**config.mk**
```make
export PLATFORM = sky130hd
export DESIGN_NAME = pulse_sequencer
export DESIGN_NICKNAME = d
export VERILOG_FILES = /design/src/rtl/pulse_sequencer_pkg.sv /design/src/rtl/seq_table.sv /design/src/rtl/pulse_sequencer.sv
export SDC_FILE = /design/constraint.sdc
export NUM_CORES = 1
export LEC_CHECK = 0
export ABC_AREA = 1
export BUFFER_PORTS_ARGS = -buffer_cell sky130_fd_sc_hd__buf_2
export CORE_ASPECT_RATIO = 2
export CORE_UTILIZATION = 48
export CTS_BUF_LIST = sky130_fd_sc_hd__clkbuf_4 sky130_fd_sc_hd__clkbuf_8 sky130_fd_sc_hd__clkbuf_16
export DETAILED_ROUTE_END_ITERATION = 10
export GPL_TIMING_DRIVEN = 1
export PLACE_DENSITY = 0.63
export SLEW_MARGIN = 20
export SYNTH_ARGS = -nofsm -noshare
export SYNTH_HDL_FRONTEND = slang
export SYNTH_HIERARCHICAL = 1
export SYNTH_SLANG_ARGS = --single-unit
```
**constraint.sdc**
```tcl
create_clock -name clk -period 3.5 [get_ports clk]
set_input_delay 0.35 -clock clk [delete_from_list [all_inputs] [get_ports clk]]
set_output_delay 0.35 -clock clk [all_outputs]
set_load 0.01 [all_outputs]
```
**src/rtl/pulse_sequencer_pkg.sv**
```systemverilog
// -----------------------------------------------------------------------------
// pulse_sequencer_pkg
//   Shared types and helpers for the pulse sequencer.
//   - state_e          : sequencer FSM state (IDLE, RUN)
//   - period_t         : widest effective-period value (MAX_N+1 bits)
//   - effective_period : maps a stored period entry to its tick count,
//                        where an entry of 0 means 2^n ticks
// -----------------------------------------------------------------------------
package pulse_sequencer_pkg;

  typedef enum logic [0:0] {
    IDLE = 1'b0,
    RUN  = 1'b1
  } state_e;

  // Widest period entry the helper supports; instances must keep N <= MAX_N.
  localparam int MAX_N = 32;

  typedef logic [MAX_N-1:0] ticks_t;
  typedef logic [MAX_N:0]   period_t;

  // One extra bit so that 2^n is representable for the "0 = full range" case.
  function automatic period_t effective_period(input ticks_t ticks, input int unsigned n);
    period_t p;
    if (ticks == '0) p = period_t'(1) << n;
    else             p = period_t'(ticks);
    return p;
  endfunction

endpackage : pulse_sequencer_pkg

```
**src/rtl/seq_table.sv**
```systemverilog
// -----------------------------------------------------------------------------
// seq_table
//   DEPTH x N period register file.
//   Ports:
//     clk      - clock, writes on rising edge
//     rst      - asynchronous active-low clear of every entry
//     wr_ena   - write strobe
//     wr_addr  - write index
//     wr_data  - value written
//     rd_addr  - read index
//     rd_data  - combinational read of entry rd_addr
// -----------------------------------------------------------------------------
module seq_table #(
  parameter int N     = 8,
  parameter int DEPTH = 4,
  parameter int CW    = $clog2(DEPTH)
) (
  input  logic          clk,
  input  logic          rst,
  input  logic          wr_ena,
  input  logic [CW-1:0] wr_addr,
  input  logic [N-1:0]  wr_data,
  input  logic [CW-1:0] rd_addr,
  output logic [N-1:0]  rd_data
);

  logic [N-1:0] mem [DEPTH];

  // NOTE: this array is built from flops, not a RAM macro, so it can and must
  // take the asynchronous clear; an unreset entry would give an undefined
  // period on the first run after reset.
  always_ff @(posedge clk or negedge rst) begin
    if (!rst) begin
      for (int i = 0; i < DEPTH; i++) mem[i] <= '0;
    end else if (wr_ena) begin
      mem[wr_addr] <= wr_data;
    end
  end

  // Combinational read: a write lands at the clock edge and is visible to the
  // compare in the following cycle.
  assign rd_data = mem[rd_addr];

endmodule : seq_table

```
**src/rtl/pulse_sequencer.sv**
```systemverilog
// -----------------------------------------------------------------------------
// pulse_sequencer
//   Steps through a table of periods and emits a one-cycle pulse at the end of
//   each period, either once through entries 0..last_idx or repeating.
//   Ports:
//     clk         - clock
//     rst         - asynchronous active-low reset
//     ena         - tick enable; the counter advances only when high
//     wr_ena      - period-table write strobe
//     wr_addr     - period-table write index
//     wr_ticks    - period value written (0 encodes 2^N)
//     last_idx    - index of the final entry, latched at start
//     repeat_mode - wrap to entry 0 after last_idx, latched at start
//     start       - begin a sequence (ignored while running)
//     stop        - abort; wins over start and over a period match
//     busy        - high while running
//     out         - registered one-cycle pulse at each period end
//     idx         - current table entry
//     done        - registered one-cycle pulse when a one-shot run completes
// -----------------------------------------------------------------------------
module pulse_sequencer
  import pulse_sequencer_pkg::*;
#(
  parameter int N     = 8,
  parameter int DEPTH = 4,
  parameter int CW    = $clog2(DEPTH)
) (
  input  logic          clk,
  input  logic          rst,
  input  logic          ena,
  input  logic          wr_ena,
  input  logic [CW-1:0] wr_addr,
  input  logic [N-1:0]  wr_ticks,
  input  logic [CW-1:0] last_idx,
  input  logic          repeat_mode,
  input  logic          start,
  input  logic          stop,
  output logic          busy,
  output logic          out,
  output logic [CW-1:0] idx,
  output logic          done
);

  state_e        state_q, state_d;
  logic [N-1:0]  cnt_q, cnt_d;
  logic [CW-1:0] idx_q, idx_d;
  logic [CW-1:0] last_q, last_d;
  logic          rpt_q, rpt_d;
  logic          out_q, out_d;
  logic          done_q, done_d;

  logic [N-1:0]  rd_ticks;
  period_t       period;
  period_t       cnt_inc;
  logic          hit;

  seq_table #(
    .N     (N),
    .DEPTH (DEPTH),
    .CW    (CW)
  ) u_table (
    .clk     (clk),
    .rst     (rst),
    .wr_ena  (wr_ena),
    .wr_addr (wr_addr),
    .wr_data (wr_ticks),
    .rd_addr (idx_q),
    .rd_data (rd_ticks)
  );

  // Compare counter+1 against the period one bit wider than the counter so
  // that a stored 0 (2^N ticks) matches when the counter is all ones.
  assign period  = effective_period(ticks_t'(rd_ticks), N);
  assign cnt_inc = period_t'(cnt_q) + period_t'(1);
  assign hit     = (cnt_inc == period);

  always_ff @(posedge clk or negedge rst) begin
    if (!rst) begin
      state_q <= IDLE;
      cnt_q   <= '0;
      idx_q   <= '0;
      last_q  <= '0;
      rpt_q   <= 1'b0;
      out_q   <= 1'b0;
      done_q  <= 1'b0;
    end else begin
      state_q <= state_d;
      cnt_q   <= cnt_d;
      idx_q   <= idx_d;
      last_q  <= last_d;
      rpt_q   <= rpt_d;
      out_q   <= out_d;
      done_q  <= done_d;
    end
  end

  // NOTE: every signal is given its hold/default value before the case so no
  // path leaves it unassigned (which would infer a latch); blocking '=' is
  // used here because this is combinational logic, unlike the '<=' above.
  always_comb begin
    state_d = state_q;
    cnt_d   = cnt_q;
    idx_d   = idx_q;
    last_d  = last_q;
    rpt_d   = rpt_q;
    out_d   = 1'b0;
    done_d  = 1'b0;

    unique case (state_q)
      IDLE: begin
        if (start && !stop) begin
          state_d = RUN;
          cnt_d   = '0;
          idx_d   = '0;
          last_d  = last_idx;
          rpt_d   = repeat_mode;
        end
      end

      RUN: begin
        if (stop) begin
          // Abort beats a match in the same cycle: no out, no done.
          state_d = IDLE;
          cnt_d   = '0;
          idx_d   = '0;
        end else if (ena) begin
          if (hit) begin
            cnt_d = '0;
            out_d = 1'b1;
            if (idx_q != last_q) begin
              idx_d = idx_q + 1'b1;
            end else if (rpt_q) begin
              idx_d = '0;
            end else begin
              state_d = IDLE;
              idx_d   = '0;
              done_d  = 1'b1;
            end
          end else begin
            cnt_d = cnt_q + 1'b1;
          end
        end
      end

      default: state_d = IDLE;
    endcase
  end

  assign busy = (state_q == RUN);
  assign out  = out_q;
  assign idx  = idx_q;
  assign done = done_q;

endmodule : pulse_sequencer
```
After elaboration in Yosys (flattened, before gate mapping). Cells that the tools add are included.

Register bits after elaboration: 48. Bits of input ports: 19. Output and inout bits: 5. Logic and storage cells: 67.

$add $sub $neg: 3. Magnitude comparators: 3. Eq/ne operators: 5. Muxes and demuxes: 35. Bitwise operators: 3. Reduce and logical (&&, ||, !) cells: 7.

Operator list (count): two-way mux 8 bit (7); equality test 9 x 33 -> 1 bit (1); bitwise mux 32 bit (1); binary-select mux 8 bit (select 2 bit) (1); demux 8 bit (select 2 bit) (1); two-way mux 1 bit (16); one-hot mux 8 bit (2 select lines) (1); two-way mux 2 bit (5); adder 8 x 1 -> 9 bit, second input constant (1); two-way mux 9 bit (1); adder 8 x 1 -> 8 bit, second input constant (1); zero test 8 bit (1); >= comparator 3 bit, second input constant (2); inverter 2 -> 3 bit (2); one-hot mux 2 bit (2 select lines) (1); AND reduction 2 bit (2); < comparator 3 x 1 -> 1 bit, second input constant (1); != test 3 x 2 -> 1 bit, second input constant (1); != test 3 bit, second input constant (1); AND reduction 3 bit (1); adder 2 x 1 -> 2 bit, second input constant (1); logical AND 1 bit (2); != test 2 bit (1); != test 2 bit, second input constant (1); 3 further kinds (3).

Logic depth before layout (Yosys ltp). Gate-level depths: netlist (run 1).

Depth in word-level cells: 11. Depth in mapped cells: 17. Depth with buffers taken out: 15.

Hierarchy. The synthesis (run 1) kept the hierarchy.

By module, submodules not included: seq_table (instances 1, cells each 235, area an instance 1785.5 um^2); pulse_sequencer (instances 1, cells each 160, area an instance 1156.1 um^2).

Least setup slack after synthesis (run 1). No wires, ideal clock.

Path type: reg2reg. Start point: reg idx_q[0] (netlist: idx[0]). End point: reg cnt_q[0]. Arrival time: 1.906 ns. Required time: 3.374 ns. Path slack: 1.468 ns. Stages on the path, launching flop included: 16. Buffers on the path: 3. Cell sequence: dfrtp_1 > buf_4 > inv_2 > buf_4 > nand2_1 > nand3_1 > nand2_1 > nor2_1 > nand2_1 > nor2_1 > nor2_1 > nor2_4 > nand3_2 > o21bai_4 > buf_6 > o21ai_0.

Word-level cells in the longest chain between the ends: 11.

RTL lines: start: declaration (RTL line pulse_sequencer.sv:46) `logic [CW-1:0] idx_q, idx_d;`; start signal: assignment (RTL line pulse_sequencer.sv:89) `idx_q <= idx_d;`; inverter 2 -> 3 bit (implied by the code) (*) (RTL line seq_table.sv:42) `assign rd_data = mem[rd_addr];`; binary-select mux 8 bit (select 2 bit) (*) (RTL line seq_table.sv:42); two-way mux 8 bit (implied by the code) (*) (2 in a row) (RTL line seq_table.sv:42); via rd_ticks[6] (RTL line pulse_sequencer.sv:52) `logic [N-1:0] rd_ticks;`; zero test 8 bit (RTL line pulse_sequencer_pkg.sv:25) `if (ticks == '0) p = period_t'(1) << n;`; two-way mux 9 bit (*) (RTL line pulse_sequencer_pkg.sv:25); equality test 9 x 33 -> 1 bit (*) (RTL line pulse_sequencer.sv:75) `assign hit = (cnt_inc == period);`; two-way mux 8 bit (*) (RTL line pulse_sequencer.sv:127) `if (hit) begin`; two-way mux 8 bit (*) (RTL line pulse_sequencer.sv:126) `end else if (ena) begin`; two-way mux 8 bit (*) (RTL line pulse_sequencer.sv:121) `if (stop) begin`; one-hot mux 8 bit (2 select lines) (*) (RTL line pulse_sequencer.sv:109) `unique case (state_q)`; end signal: assignment (RTL line pulse_sequencer.sv:88) `cnt_q <= cnt_d;`; end: declaration (RTL line pulse_sequencer.sv:45) `logic [N-1:0] cnt_q, cnt_d;`.

Mark *: on every way through the listed nets, which the timed path passes. The rest lies on a longest branch. The select of a mux whose other input is x is not followed. A chain may end at the register's enable or synchronous reset.

Final worst setup path (run 1).
Start point: reg idx_q[0] (netlist: idx[0]). End point: reg idx_q[0] (netlist: idx[0]).

Word-level cells in the longest chain between the ends: 9. Elaborated cells between the ends (all ways): 16. Classes of those cells: add/sub: 1; eq/ne: 3; mux: 9; bitwise: 1; reduce/logical: 2.

RTL lines (RTL line): inverter 2 -> 3 bit (implied by the code) (*) (seq_table.sv:42); binary-select mux 8 bit (select 2 bit) (*) (seq_table.sv:42); two-way mux 8 bit (implied by the code) (*) (2 in a row) (seq_table.sv:42); via rd_ticks[1] (pulse_sequencer.sv:52); zero test 8 bit (pulse_sequencer_pkg.sv:25); two-way mux 9 bit (*) (pulse_sequencer_pkg.sv:25); equality test 9 x 33 -> 1 bit (*) (pulse_sequencer.sv:75); != test 3 x 2 -> 1 bit (no line) (*); AND reduction 3 bit (no line) (*).

Marked as above.

==> metrics.md, run 1 <==
| Metric | Value |
|---|---|
| Final cell count without fillers | 477 |
| Peak supply drop | 0.000380 V |
| Slowest cell on crit path | dfrtp_1 |
| Critical R2R Launch | idx[0] |
| Share of layout cells above drive strength 1 | 0.164 |
| Hold_buf cts | 0 |
| TritonRoute pass-1 iters | 4 |
| Largest area contributor in the netlist | dfrtp_1 |
| Reg-to-reg endpoint | idx[0] |
| Setup TNS | 0 ns |
| Iter 0 DRT Violations | 85 |
| GPL Wtd Cong | 0.873 |
| Port Buf Inserts | 23 |
| Leakage | 1.68 nW |
| Flop2flop setup slack | 0.97 ns |
| I/O Pins | 24 |
| Syn nets | 415 |
| Final Skew | 0.00671 ns |
| Layout area overhead | 8.12% |
| CTS tree | built |
| Final core utilization | 0.534 |
| Hold WS | 0.0667 ns |
| Fin crit period | 2.53 ns |
| CTS root buf | clkbuf_16 |
| Post-Synthesis Cells | 395 |
| Final Hold Fails | 0 |
| # Post-CTS Setup Buffers | 0 |
| Syn Area/Cell | 7.45 um^2 |
| Critical path type | flip-flop to flip-flop |
| CP max stage delay | 0.77 ns |
| Largest net degree at the start of global routing | 49 |
| H-tree depth | 2 |
| Yosys Warn Count | 6 |
| Post-synthesis sequential area ratio | 0.408 |
| Post_cts resized | 0 |
| Top cell type's share of synthesized area | 0.408 |
| Initial antenna violation count | 0 |
| All-Layer GR Usage | 0.227 |
| Run status | finished, final reports clean |
| Slew @ Worst Pin | 0.665 ns |
| Total Power | 1.54 mW |
| Max Cap Violations | 0 |
| Number of buffers created by CTS | 5 |
| Routed WL | 6490 um |
| Final number of setup-violating endpoints | 0 |
| CP Data Arrival Time | 2.71 ns |
| Post-synthesis cell type count | 28 |
| Register-to-Register Path Depth | 15 |
| DP Wirelength | 5040 um |
| Overall die height | 113 um |
| Most frequent cells in the layout | nand2_1, inv_1, dfrtp_1 |
| Via density | 5.12 |
| Final Net Count | 433 |
| # rows | 40 |
| First-pass GRT wire length | 11,400 um |
| Routed vias | 2,442 |
| Cells after DPL | 469 |
| Crit path max fanout | 22 |
| CP delay by family, top | simple AND/OR/NAND/NOR gates |
| Max Slew Vio Count | 0 |
| RSZ-0062 raised after global routing | false |
| WL per Instance | 13.6 um |
| Min-delay worst type | input pin to async pin |
| Data required, critical path | 3.68 ns |
| Clk sinks | 48 |
| Power per cell area | 483 nW/um^2 |
| Crit-path cells | inv_2 -> nand2_1 -> nand3_1 -> nand2_1 -> inv_1 -> nand2_1 -> nand2_1 -> nor2_1 -> nand3_1 -> nor2_4 -> nand3_2 -> o21bai_4 -> nand2_1 -> nand2_1 -> nand2_1 |
| Crit path top cell by count | nand2_1 |
| DIE AREA | 6460 um^2 |
| Antenna Nets Post-Route | 0 |
| CP startpoint kind | flip-flop |
| Initial Util | 0.494 |
| Congestion Overflow GR | 0 |
| Area contributors post-synth | dfrtp_1, nand2_1, nand3_1, inv_1, nand4_1 |
| Vias in the first global route | 2,524 |
| WP buf/inv | 2 |
| Clock buffer depth | 2 |
| Fmax | 395 MHz |
| Most common cell after layout, fill and taps aside | nand2_1 |
| Worst-path clk slew | 0.06 ns |
| Die X | 57.4 um |
| # DRC | 0 |
| Worst rel slew slack | 0.557 |
| Final Cycle Share | 0.723 |
| Worst setup EP type | flip-flop |
| Synth Register Bits | 48 |
| Area of the mapped netlist | 2940 um^2 |
| Core Area | 5960 um^2 |
| Antenna cells | 0 |
| Clk_lat worst skew | 0.29 ns |
-- worst max path at each step --
stage / from / to / slack, ns / depth (start not counted)
floorplan: idx[0] / cnt_q[0] / 1.47 / 15
global placement: idx[0] / idx[0] / 0.99 / 14
detailed placement: idx[0] / idx[0] / 0.95 / 14
CTS: idx[0] / idx[0] / 0.94 / 15
global route: idx[0] / idx[0] / 0.54 / 15
finish: idx[0] / idx[0] / 0.97 / 15
-- where the power goes --
group / switching, mW / internal (mW) / total (mW)
registers: 0.0571 / 0.627 / 0.684
logic: 0.238 / 0.139 / 0.377
clock network: 0.208 / 0.266 / 0.474
total: 0.503 / 1.03 / 1.54
-- state kept, by name, indices dropped and copies added (netlist names) --
name / cells
done: 1
idx: 2
busy: 1
u_table/mem: 32
last_q: 2
out: 1
rpt_q: 1
cnt_q: 8
-- synth_stat cells --
library cell / count
nand2_2: 3
nor3b_2: 1
ha_1: 1
nor2_1: 12
nand2_1: 145
inv_2: 5
nor2_8: 1
xnor2_1: 4
nor3_1: 2
nand3_1: 47
nand3_4: 3
buf_6: 5
o21ai_2: 8
inv_1: 61
nor2_4: 4
o22ai_1: 6
nand2_4: 1
buf_4: 4
dfrtp_1: 48
and2_4: 1
buf_2: 2
clkbuf_4: 1
nand4_1: 17
nand3_2: 5
o21bai_4: 1
mux2_2: 3
nor2_2: 1
o21ai_0: 3
-- worst register-to-register path, stage by stage, from the launching register on --
cell,delay [ns]
dfrtp_1,0.77
inv_2,0.27
nand2_1,0.12
nand3_1,0.06
nand2_1,0.12
inv_1,0.05
nand2_1,0.05
nand2_1,0.05
nor2_1,0.10
nand3_1,0.12
nor2_4,0.10
nand3_2,0.09
o21bai_4,0.28
nand2_1,0.11
nand2_1,0.08
nand2_1,0.05
-- through the flow --
step	setup WS [ns]	cell area (um^2)
floorplan	1.47	2940
CTS	0.942	3180
global placement	0.987	3030
detailed placement	0.954	3030
finish	0.969	3180
global route	0.538	3180
-- cell families after synthesis --
| group | count (synthesis) | synth area share |
|---|---|---|
| AND/OR/NAND/NOR | 243 | 0.396 |
| AO/OA/AOI/OAI | 18 | 0.0481 |
| multiplexers | 3 | 0.0115 |
| XOR/XNOR | 4 | 0.0119 |
| adder cells (fa/ha/maj) | 1 | 0.00425 |
| flip-flops | 48 | 0.408 |
| buffers and inverters | 78 | 0.120 |
-- layer usage --
layer,track usage,vias up,part of all wire,wire length [um]
met3,0.0297,16,0.019,126
met4,0.122,0,0.031,204
li1,-,1269,-,-
met5,0,-,0,0
met2,0.426,43,0.57,3680
met1,0.232,1114,0.38,2480
-- area by class of cell --
cell class                 count  area (um^2)
tap                           63         78.8
clock buffer                   5          125
timing repair buffer          23          118
sequential                    48         1200
multi-input combinational    269         1390
clock inverter                 3         21.3
inverter                      66          248
fill                         628         2780
No activity file was read; power rests on OpenSTA's default activity.
==> run 2, diff against run 1 <==
PLACE_DENSITY = 0.66   (was 0.63)
clock period = 2.13 ns   (was 3.5 ns; I/O delays follow)
==> metrics.md, run 2 (same netlist as run 1, synthesis figures left out) <==
| Metric | Value |
|---|---|
| Max Slew Vio Count | 0 (unchanged) |
| Worst setup EP type | flip-flop |
| Post-route cell area | 3450 um^2 (+8.5%) |
| Max reg flops | 32 (unchanged) |
| Fin crit period | 2.03 ns (-0.503 ns) |
| CP delay by family, top | simple AND/OR/NAND/NOR gates |
| H-tree depth | 2 (unchanged) |
| Antenna cells | 0 (unchanged) |
| Clock buffer depth | 2 (unchanged) |
| CP startpoint kind | flip-flop |
| Worst rel slew slack | 0.519 (-0.0381) |
| CP max stage delay | 0.45 ns (-0.32 ns) |
| Peak supply drop | 0.000747 V (+96%) |
| Critical path type | flip-flop to flip-flop |
| Port Buf Inserts | 23 (unchanged) |
| Routed WL | 6910 um (+6.4%) |
| CTS tree | built |
| # DRC | 4 (+4) |
| Data required, critical path | 2.28 ns (-1.40 ns) |
| Antenna Nets Post-Route | 0 (unchanged) |
| Slew @ Worst Pin | 0.720 ns (+0.0554 ns) |
| Max Cap Violations | 0 (unchanged) |
| Met1 Usage GRT | 0.250 (+0.0184) |
| Area after DPL | 3100 um^2 (+2.4%) |
| Gr busiest metal | met2 |
| Min-delay worst type | input pin to flip-flop |
| Final Net Count | 446 (+3.0%) |
| Layout area overhead | 17.3% |
| # rows | 40 (unchanged) |
| DP Wirelength | 5150 um (+2.2%) |
| Clk sinks | 48 (unchanged) |
| Dpl ws | 0.0508 ns (-0.904 ns) |
| Number of buffers created by CTS | 5 (unchanged) |
| WL per Instance | 14.1 um (+3.6%) |
| WP buf/inv | 2 (unchanged) |
| Largest net degree at the start of global routing | 27 (-45%) |
| Fmax | 493 MHz (+25%) |
| Run status | finished with violations |
| Congestion Overflow GR | 0 (unchanged) |
| All-Layer GR Usage | 0.232 (+0.00578) |
| Final Cycle Share | 0.952 (+0.229) |
| Most common cell after layout, fill and taps aside | nand2_1 |
| Slowest cell on crit path | dfrtp_2 |
| Overall die height | 113 um (unchanged) |
| CTS root buf | clkbuf_16 |
| Failing checks | design-rule violations |
| Worst-path clk slew | 0.06 ns (about the same) |
| GRT met2 Usage | 0.418 (-0.00775) |
| Initial antenna violation count | 0 (unchanged) |
| Final number of setup-violating endpoints | 0 (unchanged) |
| Power per cell area | 813 nW/um^2 (+68%) |
| First-pass GRT wire length | 11,400 um (+0.79%) |
| Final Hold Fails | 0 (unchanged) |
| Die X | 57.4 um (unchanged) |
| Leakage | 1.78 nW (+5.5%) |
| Global-route track usage on met3 | 0.0411 (+0.0114) |
| Filler Cell Count | 585 (-6.8%) |
| I/O Pins | 24 (unchanged) |
| RSZ-0062 raised after global routing | true |
| Reg with most FFs | u_table/mem |
| Core Area | 5960 um^2 (unchanged) |
| Routed vias | 2,536 (+3.8%) |
| Top Registers | u_table/mem (32), cnt_q (8) |
| TritonRoute pass-1 iters | 7 (+3) |
| DIE AREA | 6460 um^2 (unchanged) |
| Final Skew | 0.00220 ns (-0.00451 ns) |
| Total Power | 2.81 mW (+83%) |
| Post-route setup slack | 0.102 ns (-0.867 ns) |
| Iter 0 DRT Violations | 87 (+2.4%) |
| Share of layout cells above drive strength 1 | 0.248 (+0.0840) |
| Via density | 5.18 (+1.1%) |
| Clk_lat worst skew | 0.29 ns (about the same) |
| CP Data Arrival Time | 2.18 ns (-0.53 ns) |
| Initial Util | 0.494 (unchanged) |
| Vias in the first global route | 2,422 (-4.0%) |
| Crit-path cells | buf_6 -> nand2_1 -> nand3_1 -> nand2_2 -> xnor2_1 -> nor2_1 -> nand3_1 -> nor2_4 -> nand3_4 -> o21bai_4 -> buf_6 -> o22ai_2 |
| GPL Wtd Cong | 0.872 (-0.14%) |
| Most frequent cells in the layout | nand2_1, inv_1, dfrtp_1 |
| Crit path max fanout | 7 (-68%) |
run 2: final timing paths:
kind	start	to	slack (ns)	cells after the start
min	repeat_mode	rpt_q	0.15	2
min reg2reg	u_table/mem[25]	u_table/mem[25]	0.47	2
max reg2reg	idx[0]	cnt_q[3]	0.10	12
max	idx[0]	cnt_q[3]	0.10	12
min in group asynchronous	rst	u_table/mem[24]	0.45	2
max in group asynchronous	rst	idx[0]	1.13	3
run 2: power breakdown:
part / internal [mW] / switching, mW / leakage, nW / total [mW]
Clock: 0.588 / 0.345 / 0.0871 / 0.933
Sequential: 1.03 / 0.0807 / 0.611 / 1.11
Combinational: 0.293 / 0.467 / 1.08 / 0.759
Total: 1.91 / 0.892 / 1.77 / 2.81
run 2: routing by layer:
metal / up-vias / share of wire
met5: - / 0
met4: 0 / 0.040
met3: 17 / 0.024
met2: 42 / 0.56
met1: 1172 / 0.37
li1: 1305 / -
run 2: area by class of cell:
cell class | count | area, um^2 | area share
clock buffer | 6 | 139 | 0.0403
inverter | 66 | 255 | 0.0740
multi-input combinational | 269 | 1490 | 0.432
sequential | 48 | 1200 | 0.349
timing repair inverter | 1 | 5.00 | 0.00145
timing repair buffer | 35 | 239 | 0.0693
clock inverter | 2 | 38.8 | 0.0112
tap | 63 | 78.8 | 0.0229
run 2: per-stage QoR:
step	util	cells	TNS [ns]	hold WS [ns]
finish	0.579	490	0	0.153
global route	0.579	490	-0.335	0.152
CTS	0.553	486	0	0.150
detailed placement	0.521	477	0	0.245
global placement	0.521	477	0	0.232
floorplan	-	395	0	-0.0826
run 2: timing repair:
item	CTS	global route
endpoints found under the hold margin	22	0
gates resized for setup	0	39
hold buffers	1	0
setup endpoints to repair	0	13
buffers inserted	0	2
==> run 3, diff against run 2 <==
BUFFER_PORTS_ARGS = -buffer_cell sky130_fd_sc_hd__buf_4   (was -buffer_cell sky130_fd_sc_hd__buf_2)
==> metrics.md, run 3 (same netlist as run 1, synthesis figures left out) <==
| Metric | Value |
|---|---|
| Run status | finished with violations |
| Failing checks | design-rule violations |
| Fin crit period | 2.00 ns (-0.0299 ns) |
| Top Registers | u_table/mem (32), cnt_q (8) |
| Via density | 5.30 (+2.4%) |
| Final Hold Fails | 0 (unchanged) |
| Most frequent cells in the layout | nand2_1, inv_1, dfrtp_1 |
| Worst-path clk slew | 0.07 ns (about the same) |
| CTS root buf | clkbuf_16 |
| Peak supply drop | 0.000627 V (-16%) |
| Critical path type | flip-flop to flip-flop |
| Share of layout cells above drive strength 1 | 0.229 (-0.0189) |
| Die X | 57.4 um (unchanged) |
| Vias in the first global route | 2,454 (+1.3%) |
| Fmax | 501 MHz (+1.5%) |
| CTS tree | built |
| Final core utilization | 0.571 (-0.00777) |
| Initial Util | 0.494 (unchanged) |
| Layout area overhead | 15.7% |
| Number of buffers created by CTS | 5 (unchanged) |
| Routed WL | 6890 um (-0.22%) |
| H-tree depth | 2 (unchanged) |
| Min-delay worst type | input pin to flip-flop |
| Port Buf Inserts | 23 (unchanged) |
| Clock buffer depth | 2 (unchanged) |
| Dpl ws | 0.127 ns (+0.0762 ns) |
| Core Area | 5960 um^2 (unchanged) |
| Antenna cells | 0 (unchanged) |
| Crit path max fanout | 8 (+1) |
| Most common cell after layout, fill and taps aside | nand2_1 |
| CP Data Arrival Time | 2.15 ns (-0.03 ns) |
| # DRC | 4 (unchanged) |
| Cells after DPL | 474 (-0.63%) |
| Max reg flops | 32 (unchanged) |
| DP Wirelength | 5000 um (-2.8%) |
| Data required, critical path | 2.28 ns (about the same) |
| Iter 0 DRT Violations | 116 (+33%) |
| Antenna Nets Post-Route | 0 (unchanged) |
| GPL Wtd Cong | 0.877 (+0.61%) |
| All-Layer GR Usage | 0.231 (-0.00178) |
| Routed vias | 2,575 (+1.5%) |
| Final number of setup-violating endpoints | 0 (unchanged) |
| CP startpoint kind | flip-flop |
| I/O Pins | 24 (unchanged) |
| TritonRoute pass-1 iters | 7 (unchanged) |
| WL per Instance | 14.2 um (+0.60%) |
| Power per cell area | 787 nW/um^2 (-3.2%) |
| Clk_lat worst skew | 0.29 ns (about the same) |
| Reg with most FFs | u_table/mem |
| Clk sinks | 48 (unchanged) |
| Worst setup EP type | flip-flop |
| DIE AREA | 6460 um^2 (unchanged) |
| Final cell count without fillers | 486 (-0.82%) |
| Congestion Overflow GR | 0 (unchanged) |
| Max Slew Vio Count | 0 (unchanged) |
| Final Cycle Share | 0.938 (-0.0141) |
| Final Net Count | 442 (-0.90%) |
| Leakage | 1.75 nW (-1.2%) |
| # rows | 40 (unchanged) |
| Slew @ Worst Pin | 0.620 ns (-0.100 ns) |
| Initial antenna violation count | 0 (unchanged) |
| Setup TNS | 0 ns (unchanged) |
| Overall die height | 113 um (unchanged) |
| Final Skew | 0.00454 ns (+0.00234 ns) |
| Post-route setup slack | 0.132 ns (+0.0299 ns) |
| First-pass GRT wire length | 11,400 um (about the same) |
| Worst rel slew slack | 0.587 (+0.0681) |
| Largest net degree at the start of global routing | 49 (+81%) |
| Max Cap Violations | 0 (unchanged) |
run 3: layer usage:
layer,vias up,GRT usage,share of wire
met1,1202,0.247,0.38
met4,0,0.0976,0.036
met3,18,0.0217,0.023
li1,1295,-,-
met2,60,0.440,0.56
met5,-,0,0
run 3: layout make-up:
cell class                      count  area [um^2]
Clock inverter                      2         16.3
Fill cell                         580         2550
Multi-Input combinational cell    269         1450
Sequential cell                    48         1200
Timing Repair Buffer               32          267
Clock buffer                        6          133
Inverter                           66          253
Tap cell                           63         78.8
run 3: power breakdown:
group          internal (mW)  leakage, nW  switching [mW]  total (mW)
combinational          0.301         1.07           0.467       0.768
sequential              1.03        0.612          0.0785        1.11
clock                  0.451       0.0705           0.349       0.800
run 3: what timing repair did:
action | 4_1_cts | 5_1_grt
endpoints found under the setup margin | 0 | 13
hold buffers | 1 | 0
gates resized for setup | 0 | 30
setup buffers | 0 | 2
hold endpoints to repair | 48 | 0
run 3: final timing paths:
kind                                       from         endpoint  slack (ns)  cells past startpoint
worst max-delay path                     idx[0]         cnt_q[4]        0.13                     13
worst min-delay path                repeat_mode            rpt_q        0.15                      2
worst max register to register           idx[0]         cnt_q[4]        0.13                     13
worst min register to register  u_table/mem[29]  u_table/mem[29]        0.47                      2
max in group asynchronous                   rst           idx[0]        1.20                      2
min in group asynchronous                   rst         cnt_q[1]        0.47                      2
run 3: worst max-delay path, cell delays in order, from the launching register on:
cell and delay [ns]:
dfrtp_2 0.45, buf_6 0.15, nand2_1 0.07, nand3_1 0.08
nand2_1 0.10, inv_2 0.08, nand3_2 0.09, nor2_2 0.14
nor2_2 0.06, nor2_4 0.12, nand3_4 0.09, o21bai_4 0.21
buf_12 0.14, o22ai_1 0.06
run 3: through the flow:
step	instance area [um^2]	hold WS, ns	power [mW]
after floorplan	2940	-0.0826	1.62
after global placement	3140	0.270	1.79
after detailed placement	3140	0.268	1.81
after CTS	3300	0.150	2.61
after global routing	3400	0.149	2.85
final	3400	0.151	2.68
